## src/rtl/regfile_pkg.sv

```systemverilog
// Shared constants and helpers for the parametrised integer register file.
package regfile_pkg;

  localparam int XLEN_DEFAULT = 32;
  localparam int REG_ZERO     = 0;

  // Low bit of lane idx in a bus of equal-width lanes.
  function automatic int slice_lo(input int idx, input int w);
    return idx * w;
  endfunction

endpackage

```

## src/rtl/regfile_rd_port.sv

```systemverilog
// One combinational read port: read mux, register-0 force and busy lookup.
// Write-first forwarding from the write port is included when REGFILE_BYPASS_EN is defined.
module regfile_rd_port
  import regfile_pkg::*;
#(
  parameter int XLEN = XLEN_DEFAULT,
  parameter int NREG = 32,
  parameter int AW   = $clog2(NREG)
) (
  input  logic [AW-1:0]   i_ra,
  input  logic [XLEN-1:0] i_mem [NREG],
  input  logic [NREG-1:0] i_busy,
  input  logic            i_we,
  input  logic [AW-1:0]   i_wa,
  input  logic [XLEN-1:0] i_wd,
  input  logic            i_iss,
  input  logic [AW-1:0]   i_iss_a,
  output logic [XLEN-1:0] o_rd,
  output logic            o_busy
);

  logic            w_is_zero;
  logic [XLEN-1:0] w_stored;
  logic            w_stored_busy;

  assign w_is_zero     = (i_ra == AW'(REG_ZERO));
  assign w_stored      = w_is_zero ? '0 : i_mem[i_ra];
  assign w_stored_busy = w_is_zero ? 1'b0 : i_busy[i_ra];

`ifdef REGFILE_BYPASS_EN
  logic w_hit;
  logic w_reissue;

  assign w_hit     = i_we && (i_wa != AW'(REG_ZERO)) && (i_ra == i_wa);
  // A same-cycle issue to the written register keeps the consumer stalled on the new producer.
  assign w_reissue = i_iss && (i_iss_a == i_wa);
  assign o_rd      = w_hit ? i_wd : w_stored;
  assign o_busy    = (w_hit && !w_reissue) ? 1'b0 : w_stored_busy;
`else
  logic w_unused_bypass;

  assign w_unused_bypass = ^{i_we, i_wa, i_wd, i_iss, i_iss_a};
  assign o_rd            = w_stored;
  assign o_busy          = w_stored_busy;
`endif

endmodule

```

## src/rtl/regfile_mp_sb.sv

```systemverilog
// Multi-port integer register file with hardwired-zero r0 and a per-register busy scoreboard.
// Optional write-first forwarding on the read ports via REGFILE_BYPASS_EN.
module regfile_mp_sb
  import regfile_pkg::*;
#(
  parameter  int XLEN = XLEN_DEFAULT,
  parameter  int NREG = 32,
  parameter  int NRD  = 2,
  localparam int AW   = $clog2(NREG)
) (
  input  logic                CLK,
  input  logic                RST,
  input  logic                WE,
  input  logic [AW-1:0]       WA,
  input  logic [XLEN-1:0]     WD,
  input  logic [NRD*AW-1:0]   RA,
  output logic [NRD*XLEN-1:0] RD,
  input  logic                ISS,
  input  logic [AW-1:0]       ISS_A,
  output logic [NRD-1:0]      BUSY,
  output logic                ANY_BUSY
);

  logic [XLEN-1:0] r_mem [NREG] = '{default: '0};
  logic [NREG-1:1] r_busy       = '0;
  logic [NREG-1:0] w_busy;
  logic            w_wr;

  assign w_wr     = WE && (WA != AW'(REG_ZERO));
  assign w_busy   = {r_busy, 1'b0};
  assign ANY_BUSY = |r_busy;

  always_ff @(posedge CLK) begin
    if (RST) begin
      for (int k = 0; k < NREG; k++) r_mem[k] <= '0;
      r_busy <= '0;
    end else begin
      if (w_wr) r_mem[WA] <= WD;
      // Issue is checked first so a same-address issue and writeback leaves the bit set.
      for (int k = 1; k < NREG; k++) begin
        if (ISS && (ISS_A == AW'(k)))   r_busy[k] <= 1'b1;
        else if (WE && (WA == AW'(k)))  r_busy[k] <= 1'b0;
      end
    end
  end

  for (genvar g = 0; g < NRD; g++) begin : g_rd
    regfile_rd_port #(
      .XLEN (XLEN),
      .NREG (NREG),
      .AW   (AW)
    ) u_rd_port (
      .i_ra    (RA[slice_lo(g, AW) +: AW]),
      .i_mem   (r_mem),
      .i_busy  (w_busy),
      .i_we    (WE),
      .i_wa    (WA),
      .i_wd    (WD),
      .i_iss   (ISS),
      .i_iss_a (ISS_A),
      .o_rd    (RD[slice_lo(g, XLEN) +: XLEN]),
      .o_busy  (BUSY[g])
    );
  end

endmodule

```

## config.mk

```make
export PLATFORM = sky130hd
export DESIGN_NAME = regfile_mp_sb
export DESIGN_NICKNAME = d
export VERILOG_FILES = /design/src/rtl/regfile_pkg.sv /design/src/rtl/regfile_rd_port.sv /design/src/rtl/regfile_mp_sb.sv
export SDC_FILE = /design/constraint.sdc
export NUM_CORES = 2
export LEC_CHECK = 0
export CORE_ASPECT_RATIO = 1.4
export CORE_MARGIN = 8
export CORE_UTILIZATION = 50
export DETAILED_ROUTE_END_ITERATION = 10
export GPL_TIMING_DRIVEN = 0
export PLACE_DENSITY = 0.66
export SKIP_LAST_GASP = 1
export SYNTH_ARGS = -nofsm -noshare
export SYNTH_HDL_FRONTEND = slang
export SYNTH_SLANG_ARGS = --single-unit
export TNS_END_PERCENT = 10
```

## constraint.sdc

```tcl
create_clock -name CLK -period 3 [get_ports CLK]
set_input_delay 0.6 -clock CLK [delete_from_list [all_inputs] [get_ports CLK]]
set_output_delay 0.6 -clock CLK [all_outputs]
set_load 0.01 [all_outputs]
```

# After elaboration in Yosys (flattened, before gate mapping)
# Index checks and enable logic that the tools add are counted.
# totals
elab_cells	312
out_inout_bits	67
ff_bits	1055
# classes
magnitude_cmp	6
mux	79
eq_ne	62
n_reduce_logical	99
bitwise_logic	3
# op_table
op	n
$bwmux W1024	1
$bmux W32 S5	2
$mux W32	7
$demux W32 S5	1
$eq A5 B5 Y1 const B	32
$eq A5 B4 Y1 const B	16
$mux W1	66
$logic_and A1 B1 Y1	64
$reduce_bool A2 Y1	31
$eq A5 B3 Y1 const B	8
$reduce_or A31 Y1	1
$eq A5 B2 Y1 const B	4
$ge A6 B6 Y1 const B	3
$not A5 Y6	3
$lt A5 B6 Y1 const B	2
$bmux W1 S5	2
$eq A5 B1 Y1 const B	2
$logic_not A5 Y1	2
$lt A6 B1 Y1 const B	1
$reduce_bool A5 Y1	1

# Depth between registers and ports, before layout
# depth
depth_word	6
mapped_depth	9

# Cells and area by module
# A second synthesis with hierarchy kept.
# hier_totals
hier_cells	5236
hier_area_um2	57571.5
# modules_own_cells
module	seq_area_each_um2	cells_per_inst	area_per_inst_um2	n_inst
regfile_mp_sb	21120.3	3868	40072.2	1
regfile_rd_port	0.0	684	8749.6	2

# Worst setup path after synthesis
# No wires, ideal clock.
# synth_timing
path_kind	input-to-output
from	input port RA[0]
to	output port BUSY[0]
slack_ns	0.235
cell_stages	7
arrival_time_ns	2.165
required_ns	2.400
path_cell_list	buf_2 > buf_4 > buf_2 > mux4_2 > a22oi_1 > a31oi_1 > buf_4
# synth_between
elab_chain_cells	3
word_cells_on_any_way	4
# synth_lines
item	line	rtl
from (decl)	regfile_mp_sb.sv:16	input logic [NRD*AW-1:0] RA,
$bmux W1 S5	regfile_rd_port.sv:28	assign w_stored_busy = w_is_zero ? 1'b0 : i_busy[i_ra];
$mux W1 (implied by the code)	regfile_rd_port.sv:28	
$mux W1 *	regfile_rd_port.sv:28	
to (decl)	regfile_mp_sb.sv:20	output logic [NRD-1:0] BUSY,
# Every way passes the cells marked *; elsewhere a longest branch is shown, timed or not. The select of a mux whose other input is x is not followed.

# Worst setup path after layout
# layout_timing
from	input port RA[6]
to	output port RD[32]
# layout_between
elab_chain_cells	5
word_cells_on_any_way	6
# layout_lines
item	line	rtl
$not A5 Y6 (implied by the code)	regfile_rd_port.sv:27	assign w_stored = w_is_zero ? '0 : i_mem[i_ra];
$bmux W32 S5	regfile_rd_port.sv:27	
$mux W32 (implied by the code) (2 in series)	regfile_rd_port.sv:27	
$mux W32 *	regfile_rd_port.sv:27	
to (decl)	regfile_mp_sb.sv:17	output logic [NRD*XLEN-1:0] RD,
# Marks and branches as above.

==> metrics <==
status finished, violations left; failing checks capacitance limit, slew limit, setup timing; Hold Vio Cnt, Final 0; Cells after Synth 6000; Final WS setup -270 ps; Die X 291 um; Hold Path Class primary input to register; Via-to-Cell Ratio between 6 and 7; FF-to-FF End r_busy[16]; Routed Wire Length 257000 um; most frequent cells in the layout nand2_1 (2056), dfxtp_1 (1043), a21oi_1 (992), mux4_2 (460), clkbuf_1 (397); area share of the largest cell type after synthesis 0.398; H-tree depth 3; Tot Pwr 33.4 mW; nets 6347; maximum vdd drop 0.455 mV; Post-route DRC 0; final antenna-violating net count 0; Worst Path Required 2400 ps; Util after Layout 0.611; RSZ-0062 raised after global routing yes; Num Clock Sinks about 1100; Net Count, Synth about 6100; WL/cell ~33 um; initial antenna violation count 6; All-Layer GR Usage 0.419; commonest non-fill, non-tap cell in the layout nand2_1; Iter 0 DRT Violations 7202; post-route minimum period 3270 ps; r2r worst-path depth 2; Leak 20.8 nW; Layout area overhead 21.3%; Worst Path Max Fanout 7; Post-synth EDFFs 0; Crit. End Element output pin; final hold slack 426 ps; vias in the first global route roughly 50000; Initial Util 0.504; register bit total from synthesis approximately 1100; reg2reg start r_busy[16]; ranking of synthesized cells by area dfxtp_1 (40%), mux4_2 (20%), nand2_1 (15%); Ys Warns 0; Clk pin slew, worst setup/hold paths 60 ps; Post-synth ARST share 0; RD Place Congestion approximately 1.0; Max-Cap Viols 1; library cells used by synthesis 41; Crit-path slowest cell a311oi_2; vias 51998; CP dominant cell by count buf_12; drt pass-1 iters 6; Finished Layout Cells roughly 7700; Hold Startpoint ISS_A[3]; Core Area 105000 sq um; Hold Path Stages 3; I/O Buffers between 100 and 150; I/O pin count 123; Clock Latency Late Sink 740 ps; worst setup path category primary input to output pin; row cnt 141; first-pass GRT wire length 355000 um; PD cells 519 nW/um^2; CP arrival about 2700 ps; CTS tree yes; hpwl dp approximately 190000 um; fraction of layout cells with a size suffix above 1 0.203; Clock Path Buffers 3; ys flop type dfxtp_1; hold-fix buffers at CTS 0; die area 117000 sq um; clk_skew 0 ps; Die Height 401 um; R2R setup slack 2230 ps; Final Setup Violations 224; largest net degree at the start of global routing 15; Relative slew margins -0.0120; DP Cell Count about 7500; worst slew pin tran 1520 ps; area leader, netlist dfxtp_1; Syn Std Cell Area ~53000 sq um; CP cell instances buf_16, buf_12, nor2b_4, buf_12, buf_4, a221oi_1, o21ai_1, a311oi_2, dlygate4sd2_1; Seq/Total Area, Yosys 0.398; fin crit share 1.09; GRT overflow 0; Min-Delay Endpoint r_busy[14]; crit path launch type primary input; CTS Root Cell clkbuf_16; Final Slew Violations 11; fmax 306 MHz; delay of the slowest critical-path stage 520 ps; CTS buffer count 107; Avg Cell Area, Syn 8.84 sq um
## where the power goes
group / internal, mW / leakage, nW / total, mW / switching (mW)
sequential: 14.1 / 8.51 / 14.2 / 0.0895
clock: 8.81 / 1.90 / 15.1 / 6.33
combinational: 1.34 / 10.4 / 4.08 / 2.73
## layer usage
metal	global-route usage	wire length, um
met1	0.477	84400
met2	0.654	114000
met3	0.108	31100
met4	0.357	27200
met5	0	46
## cells by family after synthesis
| family | after synthesis | synth area share |
|---|---|---|
| buffers and inverters | 638 | 0.0493 |
| DFF | 1055 | 0.398 |
| AOI/OAI and AO/OA | 1369 | 0.146 |
| muxes | 694 | 0.240 |
| and+or+nand+nor | 2244 | 0.166 |
## metrics by stage
stage | cell area, sq um | worst slack, ps | TNS (ps)
global route | 64300 | -256 | -19410
global placement | 55900 | -2750 | -539120
floorplan | 53100 | 235 | 0
finish | 64300 | -270 | -21380
CTS | 62900 | -251 | -12880
detailed placement | 55900 | -2740 | -530730
## synthesized netlist by cell type, types with 40 or more instances
| cell | count |
|---|---|
| nor2_1 | 55 |
| a22oi_1 | 89 |
| nand2_1 | 2056 |
| mux4_2 | 460 |
| clkbuf_1 | 465 |
| nor2b_1 | 76 |
| a221oi_1 | 48 |
| mux2i_1 | 200 |
| dfxtp_1 | 1055 |
| buf_2 | 112 |
| a21oi_1 | 993 |
| o21ai_0 | 77 |
| buf_1 | 40 |
## registers in the layout, summed over array words and instances, names as in the netlist
| name | cells |
|---|---|
| r_mem | 1024 |
| r_busy | 31 |
## cell type report
| cell class | count | area [sq um] |
|---|---|---|
| Buffer | 631 | 4430 |
| Tap cell | 1358 | 1700 |
| Timing Repair Buffer | 187 | 1840 |
| Fill cell | 9104 | 41000 |
| Clock buffer | 147 | 3080 |
| Sequential cell | 1055 | 21100 |
| Clock inverter | 51 | 777 |
| Antenna cell | 2 | 5.00 |
| Multi-Input combinational cell | 4307 | 31300 |
| Inverter | 2 | 15.0 |
## worst max-delay path, delay by kind of cell
family          cells  cell delay (ps)
buf+inv             5              930
compound gates      3              980
simple gates        1              140
## what timing repair did
item	4_1_cts	5_1_grt
setup endpoints to repair	87	299
gates cloned	4	6
setup buffers	20	46
pin swaps	57	55
gates resized for setup	947	279
## worst max-delay path by stage
| stage | start | end | slack, ps | cells past startpoint |
|---|---|---|---|---|
| 2_1_floorplan | RA[0] | BUSY[0] | 230 | 7 |
| 3_3_place_gp | RA[8] | RD[49] | -2750 | 8 |
| 3_5_place_dp | RA[8] | RD[49] | -2740 | 8 |
| 4_1_cts | RA[0] | RD[16] | -250 | 7 |
| 5_1_grt | r_busy[16] | BUSY[1] | -260 | 6 |
| 6_report | RA[6] | RD[32] | -270 | 9 |
No activity file was read; power rests on OpenSTA's default activity.
